`config.mk`:
```
export PLATFORM = sky130hd
export DESIGN_NAME = fetch_stage
export DESIGN_NICKNAME = d
export VERILOG_FILES = /design/src/rtl/cpu_pkg.sv /design/src/rtl/fetch_fifo.sv /design/src/rtl/fetch_stage.sv
export SDC_FILE = /design/constraint.sdc
export NUM_CORES = 1
export LEC_CHECK = 0
export BUFFER_PORTS_ARGS = -buffer_cell sky130_fd_sc_hd__buf_4
export CAP_MARGIN = 20
export CORE_UTILIZATION = 40
export CTS_CLUSTER_SIZE = 16
export DETAILED_ROUTE_END_ITERATION = 10
export PLACE_DENSITY_LB_ADDON = 0.08
export SLEW_MARGIN = 20
export SYNTH_ARGS = -nofsm -noshare
export SYNTH_HDL_FRONTEND = slang
export SYNTH_SLANG_ARGS = --single-unit
```
`constraint.sdc`:
```
create_clock -name clk -period 6.3 [get_ports clk]
set_clock_uncertainty 0.05 [all_clocks]
set_input_delay 0.945 -clock clk [delete_from_list [all_inputs] [get_ports clk]]
set_output_delay 0.945 -clock clk [all_outputs]
set_load 0.01 [all_outputs]
```
`src/rtl/cpu_pkg.sv`:
```
`default_nettype none
// ============================================================================
// Module      : cpu_pkg
// Description : Shared widths, constants, types and PC helpers for the core.
// Revision    : 1.0 - initial release
// ============================================================================
package cpu_pkg;

    localparam int ADDR_W = 16;
    localparam int INS_W  = 32;

    localparam logic [ADDR_W-1:0] RESET_PC_DEFAULT = 16'h0000;
    localparam logic [ADDR_W-1:0] PC_INC           = 16'd4;

    typedef struct packed {
        logic [INS_W-1:0]  ins;
        logic [ADDR_W-1:0] pc;
    } fetch_entry_t;

    // Word-sequential successor; wraps silently at the top of the address space.
    function automatic logic [ADDR_W-1:0] pc_next(input logic [ADDR_W-1:0] pc);
        return pc + PC_INC;
    endfunction

    function automatic logic [ADDR_W-1:0] pc_align(input logic [ADDR_W-1:0] pc);
        return {pc[ADDR_W-1:2], 2'b00};
    endfunction

endpackage
`default_nettype wire

```
`src/rtl/fetch_fifo.sv`:
```
`default_nettype none
// ============================================================================
// Module      : fetch_fifo
// Description : Small instruction buffer of {ins, pc} entries with flush.
// Revision    : 1.0 - initial release
// ============================================================================
module fetch_fifo
    import cpu_pkg::*;
#(
    parameter int DEPTH = 2
) (
    input  logic                         clk,
    input  logic                         rst,
    input  logic                         i_push,
    input  fetch_entry_t                 i_push_data,
    input  logic                         i_pop,
    input  logic                         i_flush,
    output fetch_entry_t                 o_head,
    output logic [$clog2(DEPTH+1)-1:0]   o_count
);

    localparam int PTR_W = (DEPTH > 1) ? $clog2(DEPTH) : 1;
    localparam int CNT_W = $clog2(DEPTH+1);

    fetch_entry_t      r_mem [DEPTH];
    logic [PTR_W-1:0]  r_rd_ptr;
    logic [PTR_W-1:0]  r_wr_ptr;
    logic [CNT_W-1:0]  r_count;

    function automatic logic [PTR_W-1:0] ptr_inc(input logic [PTR_W-1:0] p);
        return (p == PTR_W'(DEPTH-1)) ? '0 : p + PTR_W'(1);
    endfunction

    always_ff @(posedge clk or posedge rst) begin
        if (rst) begin
            r_rd_ptr <= '0;
            r_wr_ptr <= '0;
            r_count  <= '0;
        end else if (i_flush) begin
            r_rd_ptr <= '0;
            r_wr_ptr <= '0;
            r_count  <= '0;
        end else begin
            if (i_push) r_wr_ptr <= ptr_inc(r_wr_ptr);
            if (i_pop)  r_rd_ptr <= ptr_inc(r_rd_ptr);
            case ({i_push, i_pop})
                2'b10:   r_count <= r_count + CNT_W'(1);
                2'b01:   r_count <= r_count - CNT_W'(1);
                default: r_count <= r_count;
            endcase
        end
    end

    // Storage needs no reset: an entry is only visible once the count covers it.
    always_ff @(posedge clk) begin
        if (i_push) r_mem[r_wr_ptr] <= i_push_data;
    end

    assign o_head  = r_mem[r_rd_ptr];
    assign o_count = r_count;

endmodule
`default_nettype wire

```
`src/rtl/fetch_stage.sv`:
```
`default_nettype none
// ============================================================================
// Module      : fetch_stage
// Description : Credit-based instruction fetch with a 2-entry decode buffer.
// Revision    : 1.0 - initial release
// ============================================================================
module fetch_stage
    import cpu_pkg::*;
#(
    parameter logic [ADDR_W-1:0] RESET_PC   = RESET_PC_DEFAULT,
    parameter int                FIFO_DEPTH = 2
) (
    input  logic              clk,
    input  logic              rst,
    output logic              imem_en,
    output logic [ADDR_W-1:0] imem_addr,
    input  logic [INS_W-1:0]  imem_rdata,
    input  logic              redirect_valid,
    input  logic [ADDR_W-1:0] redirect_pc,
    output logic              id_valid,
    input  logic              id_ready,
    output logic [INS_W-1:0]  id_ins,
    output logic [ADDR_W-1:0] id_pc,
    output logic [ADDR_W-1:0] id_pc_plus4
);

    localparam int CNT_W = $clog2(FIFO_DEPTH+1);
    localparam int OCC_W = CNT_W + 1;

    logic [ADDR_W-1:0] r_fetch_pc;
    logic [ADDR_W-1:0] r_pending_pc;
    logic              r_pending;

    logic [CNT_W-1:0]  w_count;
    logic [OCC_W-1:0]  w_occupancy;
    logic [OCC_W-1:0]  w_limit;
    logic              w_pop;
    logic              w_push;
    fetch_entry_t      w_push_data;
    fetch_entry_t      w_head;

    assign w_pop  = id_valid & id_ready;
    assign w_push = r_pending & ~redirect_valid;

    // Buffered plus in-flight words must stay below the buffer size after this cycle's pop.
    assign w_occupancy = OCC_W'(w_count) + OCC_W'(r_pending);
    assign w_limit     = OCC_W'(FIFO_DEPTH) + OCC_W'(w_pop);
    assign imem_en     = ~rst & ~redirect_valid & (w_occupancy < w_limit);
    assign imem_addr   = r_fetch_pc;

    always_ff @(posedge clk or posedge rst) begin
        if (rst) begin
            r_fetch_pc   <= pc_align(RESET_PC);
            r_pending_pc <= pc_align(RESET_PC);
            r_pending    <= 1'b0;
        end else if (redirect_valid) begin
            r_fetch_pc <= pc_align(redirect_pc);
            r_pending  <= 1'b0;
        end else if (imem_en) begin
            r_pending    <= 1'b1;
            r_pending_pc <= r_fetch_pc;
            r_fetch_pc   <= pc_next(r_fetch_pc);
        end else begin
            r_pending <= 1'b0;
        end
    end

    assign w_push_data.ins = imem_rdata;
    assign w_push_data.pc  = r_pending_pc;

    fetch_fifo #(
        .DEPTH       (FIFO_DEPTH)
    ) u_fetch_fifo (
        .clk         (clk),
        .rst         (rst),
        .i_push      (w_push),
        .i_push_data (w_push_data),
        .i_pop       (w_pop),
        .i_flush     (redirect_valid),
        .o_head      (w_head),
        .o_count     (w_count)
    );

    assign id_valid    = (w_count != '0);
    assign id_ins      = w_head.ins;
    assign id_pc       = w_head.pc;
    assign id_pc_plus4 = pc_next(w_head.pc);

endmodule
`default_nettype wire

```
==> impl_metrics.tcl <==
set metrics [dict create \
    grt_max_degree 47 \
    drt_iter0_drc 174 \
    slowest_stage "dfrtp_2" \
    cp-end-kind "output pin" \
    synth_edf_count 92 \
    final_nets 547 \
    stdcell_count 676 \
    die_area_mm2 0.0137 \
    place_inst 644 \
    slew_headroom_pct 41.7 \
    vias_per_cell 5.05 \
    n_antenna_cell 0 \
    via_count 3413 \
    die_h_um 117 \
    power_density_mw_per_mm2 299 \
    grt_pass1_vias 3308 \
    utilization_pct 54.5 \
    core_area_mm2 0.0128 \
    cts_made_buffers 17 \
    grt_pass1_wl_um 16300 \
    worstPathArrival_ns 3.18 \
    dr.pass1.iters 4 \
    cts_resized 0 \
    globalRouteOverflowTotal 0 \
    syn_area_per_cell_um2 14.8 \
    maxSlewViolCount 0 \
    initial_core_util_pct 41.5 \
    yosysWarningCount 0 \
    die_w_um 117 \
    outcome "complete, no violations" \
    cts_setup_buffers 0 \
    yosysUniqueCellTypes 44 \
    max_freq_ghz 0.239 \
    period_share_pct 66.3 \
    wl_per_cell_um 15.7 \
    gp_congestion 0.795 \
    clk_latency_ns 0.41 \
    rrSetupSlack_ns 3.90 \
    hpwl_um 7080 \
    io_pins 134 \
    netlist_area_mm2 0.00530 \
    startpoint_type "flop" \
    cts_tree "yes" \
    crit_top_cell "buf_4" \
    path_max_fanout 35 \
    fill_cells 1101 \
    critPathMaxStageDelay_ns 0.93 \
    hold_class "reg2reg" \
    dp_slack_ns 2.52 \
    setup_slack_ns 2.12 \
    setup_tns_ns 0 \
    cts-root-buf "clkbuf_16" \
    layout_common_cells "129 x buf_4, 92 x edfxtp_1, 51 x mux2_1" \
    required_ns 5.30 \
    holdWs_ns 0.419 \
    htree_num_levels 4 \
    finalCriticalPeriod_ns 4.18 \
    worstMarginPinSlew_ns 0.874 \
    drive_gt1_share_pct 33.7 \
    antenna_found_initial 0 \
    path_cells "buf_4, mux2i_1, a211oi_1, nand3_1, xnor2_1, buf_4" \
    syn_to_final_growth_pct 31.3 \
    drv_cap 0 \
    p_leak_nw 2.73 \
    vdd_drop_max_mv 0.153 \
    detail-route-antenna-nets 0 \
    drc 0 \
    synthFlopType "edfxtp_1" \
    syn_inst 357 \
    holdBufCountCts 0 \
    grt_setup_unrepaired "no" \
    async_flop_share_pct 26.4 \
    setup_viol 0 \
    clock_sinks 125 \
    grt.total_usage_pct 16.3 \
    cts_buffer_depth 2 \
    hold_viol_final 0 \
    finalWirelength_um 10600 \
    yosysSeqAreaShare_pct 67.7 \
    synth-seq-cells 125 \
    cts.clk_slew.worst_paths_ns 0.05 \
    final_common_cell "buf_4" \
    rows 41 \
    worst-setup-path-type "reg2out" \
    port_buffers 125 \
]
-- final timing paths --
| check | start | endpoint | cells after the start |
|---|---|---|---|
| min in group asynchronous | rst | imem_addr[3] | 3 |
| hold / removal | r_pending_pc[10] | u_fetch_fifo.r_mem[1][10] | 0 |
| max in group asynchronous | rst | u_fetch_fifo.r_rd_ptr | 3 |
| hold reg to reg | r_pending_pc[10] | u_fetch_fifo.r_mem[1][10] | 0 |
| setup / recovery | u_fetch_fifo.r_rd_ptr | id_pc_plus4[14] | 6 |
| setup reg to reg | r_pending | imem_addr[15] | 6 |
-- sequential cells by signal, summed over array words and instances (netlist names) --
| register | count |
|---|---|
| imem_addr | 14 |
| u_fetch_fifo.o_count | 2 |
| r_pending_pc | 14 |
| u_fetch_fifo.r_wr_ptr | 1 |
| r_pending | 1 |
| u_fetch_fifo.r_mem | 92 |
| u_fetch_fifo.r_rd_ptr | 1 |
-- worst max-delay path: cells and delay by family (launching register included) --
kind                   cells  cell delay (ns)
flip-flops                 1             0.93
AO/OA/AOI/OAI              1             0.66
buffers and inverters      2             0.56
XOR/XNOR                   1             0.21
AND/OR/NAND/NOR            1             0.20
multiplexers               1             0.18
-- final cells by class --
cell class,count,area [um2],share of cell area [%]
flip-flops and latches,125,3590,51.6
repair buffers,129,968,13.9
clock buffers,23,488,7.01
clock inverters,9,66.3,0.953
inverters,15,56.3,0.809
multi-input cells,203,1570,22.6
well taps,172,215,3.09
-- power by group --
part	internal (mW)	switching (mW)	leakage, nW	total, mW
Clock	0.575	0.316	0.279	0.891
Sequential	0.943	0.0410	1.23	0.984
Combinational	0.105	0.0984	1.21	0.204
Total	1.62	0.456	2.73	2.08
-- cell families after synthesis --
kind of cell	after synthesis	synth area share, %
compound gates	43	5.60
xor+xnor	13	2.15
fa+ha+maj	4	0.945
buf+inv	34	3.05
flops	125	67.7
mux	60	12.6
other cells	1	0.0708
simple gates	77	7.84
-- metrics by stage --
step | cell area [um2] | total power, mW
floorplan | 5320 | 1.10
global placement | 6400 | 1.20
detailed placement | 6400 | 1.20
CTS | 6960 | 2.10
global route | 6960 | 2.16
finish | 6960 | 2.08
-- cells in the mapped netlist, types with 5 or more instances --
master    number  area, um2
buf_4          7       52.6
nand3_1       12       60.1
nand4_1        7       43.8
nand2_1       23       86.3
clkbuf_1       5       18.8
nor2_1        10       37.5
edfxtp_1      92       2760
a31oi_1        5       31.3
xnor2_1       10       87.6
mux2i_1        6       60.1
o311ai_1      15        131
mux2_1        51        574
o21ai_1        8       40.0
a21oi_1        6       30.0
buf_2          6       30.0
inv_1         11       41.3
dfrtp_1       33        826
-- metal layers --
layer	track usage, %	share of wire [%]
met1	20.6	47
met2	25.6	46
met3	4.94	5.7
met4	8.52	2.0
met5	0	0
Power figures use the tool's default switching activity.
